[src/rtl/fp16_align_shifter_pkg.sv]
// Shared widths, field layout and FSM encoding for the FP16 adder alignment stage.
package fp16_pkg;

   localparam int EXP_W = 5;
   localparam int MAN_W = 10;
   localparam int SIG_W = MAN_W + 4;
   localparam int CNT_W = $clog2(SIG_W + 1);
   localparam logic [EXP_W-1:0] EXP_MAX = '1;

   typedef struct packed {
      logic             sign;
      logic [EXP_W-1:0] exp;
      logic [MAN_W-1:0] man;
   } fp16_t;

   typedef enum logic [1:0] {IDLE, SHIFT, DONE} align_state_e;

   // Aligned significand layout: {hidden, man, guard, round, sticky}
   function automatic logic [SIG_W-1:0] init_sig(input logic hidden, input logic [MAN_W-1:0] man);
      return {hidden, man, 3'b000};
   endfunction

endpackage

[src/rtl/fp16_align_shifter_unpack.sv]
// Splits an IEEE-754 half into the fields and class flags the alignment stage needs.
module fp16_unpack
   import fp16_pkg::*;
(
   input  fp16_t            x,
   output logic             sign,
   output logic [EXP_W-1:0] exp,
   output logic [MAN_W-1:0] man,
   output logic             hidden,
   output logic             is_sub,
   output logic             is_special
);

   assign sign       = x.sign;
   assign exp        = x.exp;
   assign man        = x.man;
   assign is_sub     = (x.exp == '0);
   assign hidden     = ~is_sub;
   assign is_special = (x.exp == EXP_MAX);

endmodule

[src/rtl/fp16_align_shifter.sv]
// FP16 operand alignment: picks the larger-exponent operand and right-shifts the other
// one bit per clock with guard/round/sticky, then holds the aligned pair for the adder.
//
// state | meaning
// IDLE  | waiting for operands, in_ready high
// SHIFT | shifting small_sig one bit per clock, cnt bits remaining
// DONE  | aligned pair valid, held until out_ready
module fp16_align_shifter
   import fp16_pkg::*;
(
   input  logic             clk,
   input  logic             rst_n,
   input  logic             in_valid,
   output logic             in_ready,
   input  logic [15:0]      a_in,
   input  logic [15:0]      b_in,
   input  logic [EXP_W-1:0] exp_diff,
   input  logic             exp_a_ge_b,
   output logic             out_valid,
   input  logic             out_ready,
   output logic             big_sign,
   output logic             small_sign,
   output logic [EXP_W-1:0] big_exp,
   output logic [SIG_W-1:0] big_sig,
   output logic [SIG_W-1:0] small_sig,
   output logic             swapped,
   output logic             eff_sub,
   output logic             special
);

   align_state_e     state, state_nxt;
   logic             a_sign, b_sign, a_hid, b_hid, a_sub, b_sub, a_spc, b_spc;
   logic [EXP_W-1:0] a_exp, b_exp, d_raw, d_adj;
   logic [MAN_W-1:0] a_man, b_man;
   logic [CNT_W-1:0] k_in, cnt;
   logic             accept, spc_in;

   fp16_unpack u_unpack_a (
      .x          (fp16_t'(a_in)),
      .sign       (a_sign),
      .exp        (a_exp),
      .man        (a_man),
      .hidden     (a_hid),
      .is_sub     (a_sub),
      .is_special (a_spc)
   );

   fp16_unpack u_unpack_b (
      .x          (fp16_t'(b_in)),
      .sign       (b_sign),
      .exp        (b_exp),
      .man        (b_man),
      .hidden     (b_hid),
      .is_sub     (b_sub),
      .is_special (b_spc)
   );

   assign accept = in_valid & in_ready;
   assign spc_in = a_spc | b_spc;
   assign d_raw  = exp_a_ge_b ? exp_diff : (~exp_diff + EXP_W'(1));
   // A subnormal's effective exponent is 1, not 0, so mixed pairs shift one less
   assign d_adj  = ((a_sub ^ b_sub) && (d_raw != '0)) ? d_raw - EXP_W'(1) : d_raw;
   assign k_in   = spc_in                    ? '0 :
                   (d_adj > EXP_W'(SIG_W))   ? CNT_W'(SIG_W) : CNT_W'(d_adj);

   always_ff @(posedge clk or negedge rst_n) begin
      if (!rst_n) state <= IDLE;
      else        state <= state_nxt;
   end

   always_comb begin
      state_nxt = state;
      case (state)
         IDLE:    if (in_valid)           state_nxt = (k_in != '0) ? SHIFT : DONE;
         SHIFT:   if (cnt == CNT_W'(1))   state_nxt = DONE;
         DONE:    if (out_ready)          state_nxt = IDLE;
         default:                         state_nxt = IDLE;
      endcase
   end

   assign in_ready  = (state == IDLE);
   assign out_valid = (state == DONE);

   always_ff @(posedge clk or negedge rst_n) begin
      if (!rst_n) begin
         big_sign   <= 1'b0;
         small_sign <= 1'b0;
         big_exp    <= '0;
         big_sig    <= '0;
         small_sig  <= '0;
         swapped    <= 1'b0;
         eff_sub    <= 1'b0;
         special    <= 1'b0;
         cnt        <= '0;
      end else if (accept) begin
         swapped <= ~exp_a_ge_b;
         eff_sub <= a_sign ^ b_sign;
         special <= spc_in;
         cnt     <= k_in;
         if (exp_a_ge_b) begin
            big_sign   <= a_sign;
            small_sign <= b_sign;
            big_exp    <= a_exp;
            big_sig    <= init_sig(a_hid, a_man);
            small_sig  <= init_sig(b_hid, b_man);
         end else begin
            big_sign   <= b_sign;
            small_sign <= a_sign;
            big_exp    <= b_exp;
            big_sig    <= init_sig(b_hid, b_man);
            small_sig  <= init_sig(a_hid, a_man);
         end
      end else if (state == SHIFT) begin
         // bit 1 falls into sticky; sticky stays set once any one-bit passes through
         small_sig <= {1'b0, small_sig[SIG_W-1:2], |small_sig[1:0]};
         cnt       <= cnt - CNT_W'(1);
      end
   end

endmodule
[config.mk]
export PLATFORM = sky130hd
export DESIGN_NAME = fp16_align_shifter
export DESIGN_NICKNAME = d
export VERILOG_FILES = /design/src/rtl/fp16_align_shifter_pkg.sv /design/src/rtl/fp16_align_shifter_unpack.sv /design/src/rtl/fp16_align_shifter.sv
export SDC_FILE = /design/constraint.sdc
export NUM_CORES = 1
export LEC_CHECK = 0
export ABC_AREA = 0
export CAP_MARGIN = 10
export CORE_MARGIN = 3
export CORE_UTILIZATION = 46
export DETAILED_ROUTE_END_ITERATION = 6
export PLACE_DENSITY = 0.76
export SLEW_MARGIN = 20
export SYNTH_ARGS = -nofsm -noshare
export SYNTH_HDL_FRONTEND = slang
export SYNTH_SLANG_ARGS = --single-unit
[constraint.sdc]
create_clock -name clk -period 1.52 [get_ports clk]
set_input_delay 0.304 -clock clk [delete_from_list [all_inputs] [get_ports clk]]
set_output_delay 0.304 -clock clk [all_outputs]
set_load 0.03 [all_outputs]
After elaboration in Yosys (flattened, before gate mapping)
Index checks and enable logic that the tools add are counted.
{ "op_classes": {"add_sub_neg": 3, "mul": 0, "n_div": 0, "magnitude_cmp": 1, "n_eq_ne": 8, "shifts": 0, "muxes": 18, "n_bitwise": 8, "reduce_logical": 9} }
{ "ops": {"columns": ["operator", "count"], "rows": [
  ["$mux W14", 4],
  ["$mux W4", 4],
  ["$mux W5", 3],
  ["$eq A5 B5 Y1 const B", 2],
  ["$logic_not A5 Y1", 2],
  ["$mux W2", 4],
  ["$pmux W2 S3", 1],
  ["$add A5 B1 Y5 const B", 1],
  ["$gt A5 B4 Y1 const B", 1],
  ["$not A5 Y5", 1],
  ["$reduce_bool A5 Y1", 1],
  ["$sub A5 B1 Y5 const B", 1],
  ["$eq A4 B1 Y1 const B", 1],
  ["$ne A2 B2 Y1 const B", 2],
  ["$reduce_bool A4 Y1", 1],
  ["$sub A4 B1 Y4 const B", 1],
  ["$not A1 Y1", 3],
  ["$reduce_and A3 Y1", 1],
  ["$eq A2 B1 Y1 const B", 1],
  ["$eq A2 B2 Y1 const B", 1],
  ["$logic_not A2 Y1", 1],
  ["$mux W1", 2],
  ["$ne A2 B1 Y1 const B", 1],
  ["$reduce_bool A2 Y1", 1],
  ["5 further kinds", 6]
]} }
{ "word_totals": {"register_bits": 44, "latchBits": 0, "mem_bits_rw": 0, "mem_bits_ro": 0, "n_memories": 0} }

Depth between registers and ports, before layout
Gate-level depths: netlist (run 1).
{ "logic_depth": {"depth_word": 13, "mapped_depth": 9} }

Modules after synthesis
A second synthesis (run 1) with hierarchy kept.
{ "unflattened": {"hier_cells": 296, "hier_area_um2": 2718.9} }
{ "modules_own_cells": {"columns": ["mod", "instances", "cells_per_inst", "area_each_um2", "seq_area_each_um2"], "rows": [
  ["fp16_align_shifter", 1, 250, 2406.1, 1026.0],
  ["fp16_unpack", 2, 23, 156.4, 0.0]
]} }

Worst setup path before layout (run 1)
No wires, ideal clock.
{ "synth_timing": {"kind": "input to register", "from": "in exp_diff[0]", "to": "reg cnt[0]", "setup_ns": 0.065, "arrival_ns": 2.172, "setup_slack_ns": -0.717, "stages": 8, "path_buffers": 0, "cell_sequence": "inv_1 ha_1 or3b_2 a211oi_1 a22oi_1 o22ai_1 a311o_2 a31o_1"} }
{ "synth_between": {"elab_chain_cells": 10, "elab_cells_between_ends": 11, "cone_classes": "add/sub (2); order compare (1); mux (5); bitwise (1); reduce/logical (2)"} }
{ "synth_lines": {"columns": ["item", "line_no", "rtl"], "rows": [
  ["from (decl)", "fp16_align_shifter.sv:17", "input logic [EXP_W-1:0] exp_diff,"],
  ["$not A5 Y5", "fp16_align_shifter.sv:60", "assign d_raw = exp_a_ge_b ? exp_diff : (~exp_diff + EXP_W'(1));"],
  ["$add A5 B1 Y5", "fp16_align_shifter.sv:60", null],
  ["$mux W5 *", "fp16_align_shifter.sv:60", null],
  ["parallel branches: the longest is 2 deep, another holds $sub A5 B1 Y5", null, null],
  ["$mux W5 *", "fp16_align_shifter.sv:62", "assign d_adj = ((a_sub ^ b_sub) && (d_raw != '0)) ? d_raw - EXP_W'(1) : d_raw;"],
  ["$gt A5 B4 Y1", "fp16_align_shifter.sv:64", "(d_adj > EXP_W'(SIG_W)) ? CNT_W'(SIG_W) : CNT_W'(d_adj);"],
  ["$mux W4 *", "fp16_align_shifter.sv:64", null],
  ["$mux W4 *", "fp16_align_shifter.sv:63", "assign k_in = spc_in ? '0 :"],
  ["$mux W4 *", "fp16_align_shifter.sv:95", "end else if (accept) begin"],
  ["to (signal assigned)", "fp16_align_shifter.sv:99", "cnt <= k_in;"],
  ["to (signal assigned)", "fp16_align_shifter.sv:116", "cnt <= cnt - CNT_W'(1);"],
  ["to (decl)", "fp16_align_shifter.sv:35", "logic [CNT_W-1:0] k_in, cnt;"]
]} }
Mark *: on every way between the ends.
A chain may end at the register's enable or synchronous reset.

Worst setup path after layout (run 1)
{ "layout_timing": {"from": "in a_in[13]", "to": "reg cnt[0]"} }
{ "layout_between": {"elab_chain_cells": 8, "elab_cells_between_ends": 10, "cone_classes": "order compare (1); eq/ne (1); mux (4); bitwise (2); reduce/logical (2)"} }
{ "layout_lines": {"columns": ["item", "line_no", "rtl"], "rows": [
  ["from (decl)", "fp16_align_shifter.sv:15", "input logic [15:0] a_in,"],
  ["$logic_not A5 Y1", "fp16_align_shifter_unpack.sv:17", "assign is_sub = (x.exp == '0);"],
  ["$xor A1 B1 Y1", "fp16_align_shifter.sv:62", null],
  ["$logic_and A1 B1 Y1", "fp16_align_shifter.sv:62", null],
  ["$mux W5", "fp16_align_shifter.sv:62", null],
  ["$gt A5 B4 Y1", "fp16_align_shifter.sv:64", null],
  ["$mux W4", "fp16_align_shifter.sv:64", null],
  ["$mux W4 *", "fp16_align_shifter.sv:63", null],
  ["$mux W4 *", "fp16_align_shifter.sv:95", null]
]} }
Every way passes the cells marked *; elsewhere a longest branch is shown, timed or not.

==> flow_metrics.py, run 1 <==
metrics = {
    "die": {
        "rows": 26,
        "ios": 82,
        "die-area_sq_um": 6360,
        "start_util": 0.484,
        "fp.dieW_microns": 79.7,
        "die_h_microns": 79.7,
        "core_area_sq_um": 5170,
    },
    "worst_setup_path": {
        "endpoint_kind": "flip-flop",
        "cp_top_family": "simple AND/OR/NAND/NOR gates",
        "crit_path_max_incr_delay_ns": 0.53,
        "cp_slowest_cell": "or4_4",
        "worstPathMaxFanout": 6,
        "start_kind": "input pin",
        "r2r-start": "cnt[1]$_DFFE_PN0P_",
        "critical_path_buf_inv_count": 1,
        "critPathKind": "input pin to flip-flop",
        "cp_cell_sequence": "buf_6 > or4_4 > nor2_4 > xnor2_4 > nor3b_2 > o22ai_2 > a311o_2 > a31o_1",
        "critical_path_arrival_ns": 2.20,
        "cp.required_ns": 1.71,
        "crit_start": "a_in[13]",
    },
    "global_routing": {
        "grt.total_usage": 0.223,
        "grt_pass1_wl_microns": 11200,
        "grt_antenna_before_repair": 0,
        "grt_max_degree": 42,
        "grt_pass1_vias": 2437,
        "gr-total-overflow": 0,
    },
    "timing": {
        "slew_viol_final": 0,
        "period_share": 1.32,
        "setup_tns_ns": -2.29,
        "hold_viol_final": 0,
        "skew_ns": 0.00719,
        "setup_ws_ns": -0.490,
        "hold_ws_ns": 0.340,
        "rsz0062_at_grt": "true",
        "fmax_mhz": 498,
        "period_needed_ns": 2.01,
        "setup_violations": 6,
    },
    "placed_design": {
        "port-buffer-count": 78,
        "hpwl_microns": 4960,
        "gp_routability_congestion": 0.820,
        "placed_cells": 446,
    },
    "hold_path": {
        "hold_start": "a_in[12]",
        "holdCritPathClass": "input pin to flip-flop",
    },
    "drt": {
        "ant_nets": 0,
        "wl_per_cell_microns": 14.8,
        "drtIter0Drc": 129,
        "remaining_drc_errors": 0,
        "vias": 2463,
        "wl_microns": 6890,
        "dr.pass1.iters": 4,
        "vias_per_cell": 5.30,
    },
    "yosys": {
        "yosysSeqAreaShare": 0.410,
        "synthesis.area_sq_um": 2500,
        "synth_area_leader_cell": "dfrtp_1",
        "ys_ff_latch": 41,
        "synth_warnings": 0,
        "synthCells": 275,
        "synthTopCellsByArea": "dfrtp_1 41%, mux2i_1 8.8%, nand2_1 7.5%",
        "syn_avg_cell_area_sq_um": 9.10,
        "synth_top_area_share": 0.410,
        "ys_types": 47,
    },
    "pwr": {
        "power.density_nw_per_um2": 1670,
        "ir_drop_mv": 1.08,
        "p_leak_nw": 1.79,
    },
    "final_layout": {
        "finish.utilization": 0.758,
        "fillers": 379,
        "layout_commonest_cell": "nand2_1",
        "antenna_cells": 0,
        "fin_cells": 465,
        "layout_common_cells": "49 x nand2_1, 46 x buf_4, 41 x dfrtp_1",
        "nNetsFinal": 440,
        "drive_gt1_frac": 0.281,
        "area_growth_pct": 56.7,
    },
    "clock_tree": {
        "htree_levels": 2,
        "cts_max_path_buffers": 2,
        "cts.sinks": 41,
        "clock_latency_ns": 0.30,
        "tritoncts": "yes",
        "clkTransAtPathRegs_ns": 0.08,
        "cts_inserted_buffers": 5,
        "root_buffer": "clkbuf_8",
    },
    "status": {
        "violations": "setup timing",
        "status": "finished with violations",
    },
    "flow_run": {
        "maxCapViolations": 0,
    },
}
## report_power, final
part	internal, mW	switching (mW)	leakage, nW
Combinational	1.41	2.19	1.23
Sequential	1.63	0.371	0.501
Clock	0.534	0.398	0.0574
Total	3.57	2.96	1.79
## worst min-delay path: stages
cell and delay [ns]:
buf_2 0.10, mux2i_1 0.06, o21ai_0 0.13
## cells in the mapped netlist, drive strengths merged
cell type	n
o21ai	31
a31o	1
a221oi	2
a21oi	2
or4	2
clkbuf	13
mux2	2
and2	3
nand2	50
a211oi	10
nor3	2
dfrtp	41
a31oi	10
nor4bb	1
or3b	1
nor2b	12
nor2	14
nor4	1
or3	1
nor3b	3
nand3	6
xnor2	6
mux2i	22
o22ai	3
a22oi	2
buf	6
xor2	2
ha	4
a22o	1
inv	5
conb	1
nand2b	3
or2	1
a32oi	1
and3	2
a311o	1
o211ai	5
nand4b	1
o31ai	1
## state kept, by name, summed over array words and instances, names as in the netlist
signal      flops
cnt             4
eff_sub         1
special         1
small_sign      1
big_sign        1
big_sig        11
state           2
small_sig      14
big_exp         5
swapped         1
## timing repair
action / CTS / global route
endpoints found under the hold margin: 41 / 0
hold buffers: 1 / 0
setup buffers: 7 / 4
gates resized for setup: 99 / 15
endpoints found under the setup margin: 44 / 6
pin swaps: 17 / 16
## path summary, 6_finish.rpt
check / end / cells past startpoint / slack [ns]
setup / recovery: cnt[0]$_DFFE_PN0P_ / 8 / -0.49
hold / removal: big_exp[2]$_DFFE_PN0P_ / 3 / 0.34
setup reg to reg: state[1]$_DFFE_PN0P_ / 5 / 0.07
hold reg to reg: big_sig[5]$_DFFE_PN0P_ / 2 / 0.48
max in group asynchronous: small_sig[6]$_DFFE_PN0P_ / 3 / 0.82
min in group asynchronous: small_sig[11]$_DFFE_PN0P_ / 3 / 0.51
## logic make-up (layout without fill, tap and decap cells)
kind of cell             Yosys count  in the layout  synth area share
AND/OR/NAND/NOR                  103            103             0.211
buffers and inverters             24            142            0.0435
flip-flops                        41             41             0.410
XOR/XNOR                           8              8            0.0310
adder cells (fa/ha/maj)            4              4            0.0200
AO/OA/AOI/OAI                     70             70             0.186
other                              1              3           0.00150
multiplexers                      24             24            0.0970
## layer usage
metal  up-vias  share of wire  track usage
li1       1212              -            -
met1      1167           0.43        0.291
met2        80           0.50        0.361
met3         4          0.067       0.0576
met4         0         0.0087       0.0709
met5         -              0            0
## stage by stage
| stage | setup slack, ns | cell area (sq um) | power, mW |
|---|---|---|---|
| global placement | -1.11 | 3660 | 5.76 |
| finish | -0.490 | 3920 | 6.53 |
| floorplan | -0.570 | 2560 | 4.16 |
| CTS | -0.472 | 3840 | 6.52 |
| global route | -0.577 | 3920 | 6.95 |
| detailed placement | -1.18 | 3660 | 5.86 |
## final cells by class
type,instances,area [sq um],share of cell area
Tap cell,70,87.6,0.0223
Sequential cell,41,1030,0.262
Timing Repair Buffer,129,1150,0.294
Inverter,5,22.5,0.00575
Clock buffer,6,82.6,0.0211
Clock inverter,2,37.5,0.00958
Multi-Input combinational cell,212,1510,0.386
Note: power is estimated with default switching activity, not from simulation.
==> inputs of run 2 (changes only) <==
--- a/config.mk
+++ b/config.mk
@@ -7,7 +7,7 @@
 export LEC_CHECK = 0
 export ABC_AREA = 0
 export CAP_MARGIN = 10
-export CORE_MARGIN = 3
+export CORE_MARGIN = 2
 export CORE_UTILIZATION = 46
 export DETAILED_ROUTE_END_ITERATION = 6
 export PLACE_DENSITY = 0.76
==> flow_metrics.py, run 2 (synthesized netlist as in run 1, its figures left out) <==
metrics = {
    "drt": {
        "wl_per_cell_microns": 14.2,
        "vias_per_cell": 5.33,
        "dr.pass1.iters": 4,
        "wl_microns": 6570,
        "drtIter0Drc": 126,
        "ant_nets": 0,
        "remaining_drc_errors": 0,
        "vias": 2462,
    },
    "timing": {
        "period_share": 1.33,
        "rsz0062_at_grt": "true",
        "period_needed_ns": 2.02,
        "hold_viol_final": 0,
        "slew_viol_final": 0,
        "setup_violations": 6,
        "skew_ns": 0.00642,
        "setup_ws_ns": -0.501,
        "hold_ws_ns": 0.322,
        "fmax_mhz": 495,
    },
    "worst_setup_path": {
        "cp_slowest_cell": "or4_4",
        "r2r-start": "state[0]$_DFFE_PN0P_",
        "critical_path_arrival_ns": 2.21,
        "critical_path_buf_inv_count": 2,
        "worst-path-stages": 8,
        "cp_cell_sequence": "buf_2 > or4_4 > nor2_4 > xnor2_4 > buf_4 > o21ai_0 > a311o_2 > a31o_1",
        "crit_path_max_incr_delay_ns": 0.55,
        "cp_top_family": "simple AND/OR/NAND/NOR gates",
        "cp.required_ns": 1.71,
        "start_kind": "input pin",
        "rr_worst_depth": 5,
        "worstPathMaxFanout": 6,
        "endpoint_kind": "flip-flop",
        "critPathKind": "input pin to flip-flop",
        "crit_start": "b_in[12]",
    },
    "final_layout": {
        "top_register": "small_sig",
        "antenna_cells": 0,
        "area_growth_pct": 53.9,
        "design_area_sq_um": 3850,
        "drive_gt1_frac": 0.265,
        "finish.utilization": 0.744,
        "layout_common_cells": "49 x nand2_1, 46 x buf_4, 40 x dfrtp_1",
        "multi_input_area_sq_um": 1510,
        "register_area_sq_um": 1030,
        "fillers": 395,
        "layout_commonest_cell": "nand2_1",
        "largest_reg_flops": 14,
        "reg_top3": "small_sig (14), big_sig (11), big_exp (5)",
        "nNetsFinal": 438,
    },
    "pwr": {
        "pwr-share-clk": 0.118,
        "power.density_nw_per_um2": 1640,
        "swShare": 0.463,
        "ir_drop_mv": 1.05,
        "power_frac_seq": 0.318,
        "power.switching_mw": 2.92,
        "p_int_mw": 3.39,
        "comb_power_share": 0.564,
        "power.total_mw": 6.30,
        "p_leak_nw": 1.77,
    },
    "clock_tree": {
        "htree_levels": 2,
        "cts_max_path_buffers": 2,
        "cts.sinks": 41,
        "clkTransAtPathRegs_ns": 0.08,
        "root_buffer": "clkbuf_8",
        "clock_latency_ns": 0.30,
        "cts_inserted_buffers": 5,
        "tritoncts": "yes",
    },
    "die": {
        "die-area_sq_um": 6040,
        "ios": 82,
        "core_area_sq_um": 5170,
        "die_h_microns": 77.7,
        "start_util": 0.484,
        "fp.dieW_microns": 77.7,
        "rows": 26,
    },
    "global_routing": {
        "grt_pass1_vias": 2370,
        "grt_antenna_before_repair": 0,
        "grt_pass1_wl_microns": 11100,
        "grt_max_degree": 22,
        "grt.total_usage": 0.229,
        "gr-total-overflow": 0,
    },
    "status": {
        "status": "finished with violations",
        "violations": "setup timing",
    },
    "placed_design": {
        "postPlaceCellArea_sq_um": 3660,
        "dpl_worst_slack_ns": -1.13,
        "gp_routability_congestion": 0.797,
        "hpwl_microns": 4920,
        "port-buffer-count": 78,
    },
    "flow_run": {
        "maxCapViolations": 0,
    },
    "hold_path": {
        "holdCritPathClass": "input pin to flip-flop",
        "hold_depth": 3,
        "hold_start": "a_in[14]",
    },
}
run 2: changes by cell type in the layout (fill, tap and decap cells not counted), sizes merged:
cell,previous run,this run
buf,65,59
clkdlybuf4s15,1,3
bufinv,1,0
clkbuf,6,7
dlygate4sd2,35,36
run 2: per-stage QoR:
step | TNS (ns) | std cells
after detailed placement | -8.15 | 446
after global placement | -7.54 | 446
final | -2.57 | 462
after global routing | -3.10 | 462
after CTS | -2.43 | 461
after floorplan | -4.02 | 277
run 2: worst paths after layout:
| check | slack [ns] | end |
|---|---|---|
| min reg2reg | 0.48 | big_sig[3]$_DFFE_PN0P_ |
| max reg2reg | 0.12 | small_sig[9]$_DFFE_PN0P_ |
| max in group asynchronous | 0.50 | big_sig[13]$_DFFE_PN0P_ |
| max | -0.50 | cnt[0]$_DFFE_PN0P_ |
| min | 0.32 | big_exp[4]$_DFFE_PN0P_ |
| min in group asynchronous | 0.46 | special$_DFFE_PN0P_ |
run 2: timing repair:
| action | 4_1_cts | 5_1_grt |
|---|---|---|
| hold buffers | 1 | 0 |
| buffers inserted | 7 | 1 |
| pin swaps | 18 | 9 |
| setup endpoints to repair | 44 | 10 |
| endpoints found under the hold margin | 17 | 0 |
| resized for setup | 83 | 13 |
run 2: power by group through the flow:
stage / clock network (mW) / logic (mW) / registers [mW]
floorplan: 0 / 1.28 / 2.87
global placement: 0 / 3.74 / 2.03
detailed placement: 0 / 3.82 / 2.03
CTS: 0.752 / 3.55 / 2.01
global route: 0.804 / 3.88 / 2.09
finish: 0.741 / 3.56 / 2.01
run 2: worst min-delay path, cell delays in order:
cell and delay (ns):
buf_6 0.08, mux2i_1 0.05, o21ai_0 0.15
run 2: cell type report:
| type | count | area share |
|---|---|---|
| multi-input cells | 212 | 0.392 |
| repair buffers | 127 | 0.289 |
| well taps | 70 | 0.0228 |
| flip-flops and latches | 41 | 0.267 |
| clock buffers | 6 | 0.0215 |
| clock inverters | 1 | 0.00195 |
| inverters | 5 | 0.00585 |
run 2: metal layers:
| metal | part of all wire | track usage | up-vias |
|---|---|---|---|
| met2 | 0.50 | 0.389 | 66 |
| met4 | 0.0078 | 0.0482 | 0 |
| met1 | 0.45 | 0.303 | 1185 |
| met5 | 0 | 0 | - |
| li1 | - | - | 1205 |
| met3 | 0.044 | 0.0453 | 6 |
==> inputs of run 3 (changes only) <==
--- a/config.mk
+++ b/config.mk
@@ -8,10 +8,11 @@
 export ABC_AREA = 0
 export CAP_MARGIN = 10
 export CORE_MARGIN = 2
-export CORE_UTILIZATION = 46
+export CORE_UTILIZATION = 48
 export DETAILED_ROUTE_END_ITERATION = 6
-export PLACE_DENSITY = 0.76
+export PLACE_DENSITY = 0.77
 export SLEW_MARGIN = 20
 export SYNTH_ARGS = -nofsm -noshare
 export SYNTH_HDL_FRONTEND = slang
+export SYNTH_HIERARCHICAL = 1
 export SYNTH_SLANG_ARGS = --single-unit
==> flow_metrics.py, run 3 <==
metrics = {
    "final_layout": {
        "design_area_sq_um": 4060,
        "drive_gt1_frac": 0.293,
        "layout_common_cells": "54 x buf_4, 42 x dlygate4sd2_1, 41 x dfrtp_1",
        "layout_commonest_cell": "buf_4",
        "antenna_cells": 0,
        "largest_reg_flops": 14,
        "reg_top3": "small_sig (14), big_sig (11), big_exp (5)",
        "nNetsFinal": 443,
        "top_register": "small_sig",
        "area_growth_pct": 49.4,
    },
    "die": {
        "die-area_sq_um": 6280,
        "die_h_microns": 79.3,
        "fp.dieW_microns": 79.3,
        "rows": 27,
        "start_util": 0.497,
        "ios": 82,
        "core_area_sq_um": 5470,
    },
    "pwr": {
        "p_leak_nw": 1.91,
        "power.density_nw_per_um2": 1520,
        "swShare": 0.461,
        "p_int_mw": 3.32,
        "pwr-share-clk": 0.104,
        "power_frac_seq": 0.320,
        "power.switching_mw": 2.84,
        "power.total_mw": 6.16,
        "ir_drop_mv": 0.915,
        "comb_power_share": 0.576,
    },
    "clock_tree": {
        "cts_max_path_buffers": 2,
        "cts_inserted_buffers": 5,
        "root_buffer": "clkbuf_8",
        "htree_levels": 2,
        "clock_latency_ns": 0.29,
        "tritoncts": "yes",
        "clkTransAtPathRegs_ns": 0.07,
        "cts.sinks": 41,
    },
    "drt": {
        "vias_per_cell": 5.35,
        "remaining_drc_errors": 0,
        "drtIter0Drc": 88,
        "wl_per_cell_microns": 15.7,
        "vias": 2503,
        "wl_microns": 7360,
        "ant_nets": 0,
        "dr.pass1.iters": 4,
    },
    "yosys": {
        "synthesis.area_sq_um": 2720,
        "ys_ff_latch": 41,
        "synthTopCellsByCount": "41 x dfrtp_1, 35 x buf_4, 34 x nand2_1, 32 x mux2i_1, 29 x o21ai_0",
        "synthTopCellsByArea": "dfrtp_1 38%, mux2i_1 12%, buf_4 9.7%",
        "synthCells": 296,
        "synth_warnings": 6,
        "yosysSeqAreaShare": 0.377,
        "ys_types": 46,
        "yosysMostFrequentCell": "dfrtp_1",
        "syn_avg_cell_area_sq_um": 9.19,
        "synth_edf_count": 0,
        "synth_top_area_share": 0.377,
        "ys.flop_type": "dfrtp_1",
        "synthArstFlopShare": 1.00,
        "synth_area_leader_cell": "dfrtp_1",
    },
    "timing": {
        "setup_violations": 6,
        "setup_ws_ns": -0.544,
        "skew_ns": 0.00843,
        "slew_viol_final": 0,
        "hold_viol_final": 0,
        "fmax_mhz": 484,
        "period_share": 1.36,
        "period_needed_ns": 2.06,
        "rsz0062_at_grt": "true",
    },
    "worst_setup_path": {
        "reg2reg_setup_slack_ns": 0.08,
        "worstPathMaxFanout": 4,
        "cp.required_ns": 1.70,
        "critical_path_arrival_ns": 2.25,
        "start_kind": "input pin",
        "endpoint_kind": "flip-flop",
        "critPathKind": "input pin to flip-flop",
    },
    "hold_path": {
        "holdCritPathClass": "input pin to flip-flop",
    },
    "placed_design": {
        "port-buffer-count": 78,
        "gp_routability_congestion": 0.783,
        "postPlaceCellArea_sq_um": 3670,
        "hpwl_microns": 4960,
    },
    "global_routing": {
        "grt_pass1_wl_microns": 11600,
        "grt.total_usage": 0.237,
        "grt_antenna_before_repair": 0,
        "grt_pass1_vias": 2535,
        "gr-total-overflow": 0,
        "grt_max_degree": 31,
    },
    "status": {
        "status": "finished with violations",
        "violations": "setup timing",
    },
    "flow_run": {
        "maxCapViolations": 0,
    },
}
-- run 3: worst max-delay path, cell delays in order --
cell and delay, ns:
dlygate4sd2_1 0.25, nor3_2 0.22, and2_4 0.24, xor2_4 0.19, nand2_2 0.10, buf_4 0.15, o21bai_1 0.16, a31oi_1 0.24
o32ai_2 0.17, o22ai_1 0.23
-- run 3: routing by layer --
layer | wire length, microns | global-route usage
met5 | 0 | 0
met4 | 79 | 0.0707
met3 | 448 | 0.0455
met2 | 3770 | 0.428
met1 | 3050 | 0.283
-- run 3: power groups by stage --
stage                     Combinational, mW  Sequential [mW]  Clock [mW]
after floorplan                        1.34             2.83           0
after global placement                 3.63             1.98           0
after detailed placement               3.70             2.00           0
after CTS                              3.46             1.96       0.661
after global routing                   3.81             2.03       0.711
final                                  3.55             1.97       0.640
-- run 3: path summary, 6_finish.rpt --
path	start	to	cells past startpoint
max	a_in[10]	cnt[0]$_DFFE_PN0P_	10
min	b_in[14]	big_exp[4]$_DFFE_PN0P_	3
max reg2reg	cnt[1]$_DFFE_PN0P_	state[0]$_DFFE_PN0P_	6
min reg2reg	big_exp[3]$_DFFE_PN0P_	big_exp[3]$_DFFE_PN0P_	2
max in group asynchronous	rst_n	small_sig[0]$_DFFE_PN0P_	3
min in group asynchronous	rst_n	big_sig[9]$_DFFE_PN0P_	2
-- run 3: cell families after synthesis --
group	Yosys count	synth area share
and+or+nand+nor	85	0.143
AOI/OAI and AO/OA	67	0.171
buffers and inverters	54	0.123
DFF	41	0.377
muxes	33	0.122
xor gates and xnor gates	11	0.0437
adders and majority gates	4	0.0184
other	1	0.00138
-- run 3: area by class of cell --
type,instances,area (sq um)
clock inverters,1,5.00
fillers,396,1410
well taps,72,90.1
multi-input cells,203,1600
clock buffers,5,68.8
repair buffers,140,1240
inverters,6,26.3
flip-flops and latches,41,1030
-- run 3: what timing repair did --
item                                   in CTS  in global routing
hold buffers                                1                  0
pin swaps                                  24                 23
setup buffers                              15                  5
resized for setup                          75                 24
setup endpoints to repair                  42                  8
endpoints found under the hold margin      14                  0
-- run 3: stage by stage --
stage | worst slack [ns] | setup TNS, ns | util | cells | hold WS (ns)
finish | -0.544 | -2.37 | 0.742 | 468 | 0.416
global route | -0.652 | -2.82 | 0.742 | 468 | 0.425
floorplan | -0.543 | -2.60 | - | 298 | 0.00841
CTS | -0.452 | -1.96 | 0.716 | 463 | 0.470
global placement | -1.08 | -7.96 | 0.671 | 441 | 0.229
detailed placement | -1.15 | -8.63 | 0.671 | 441 | 0.236
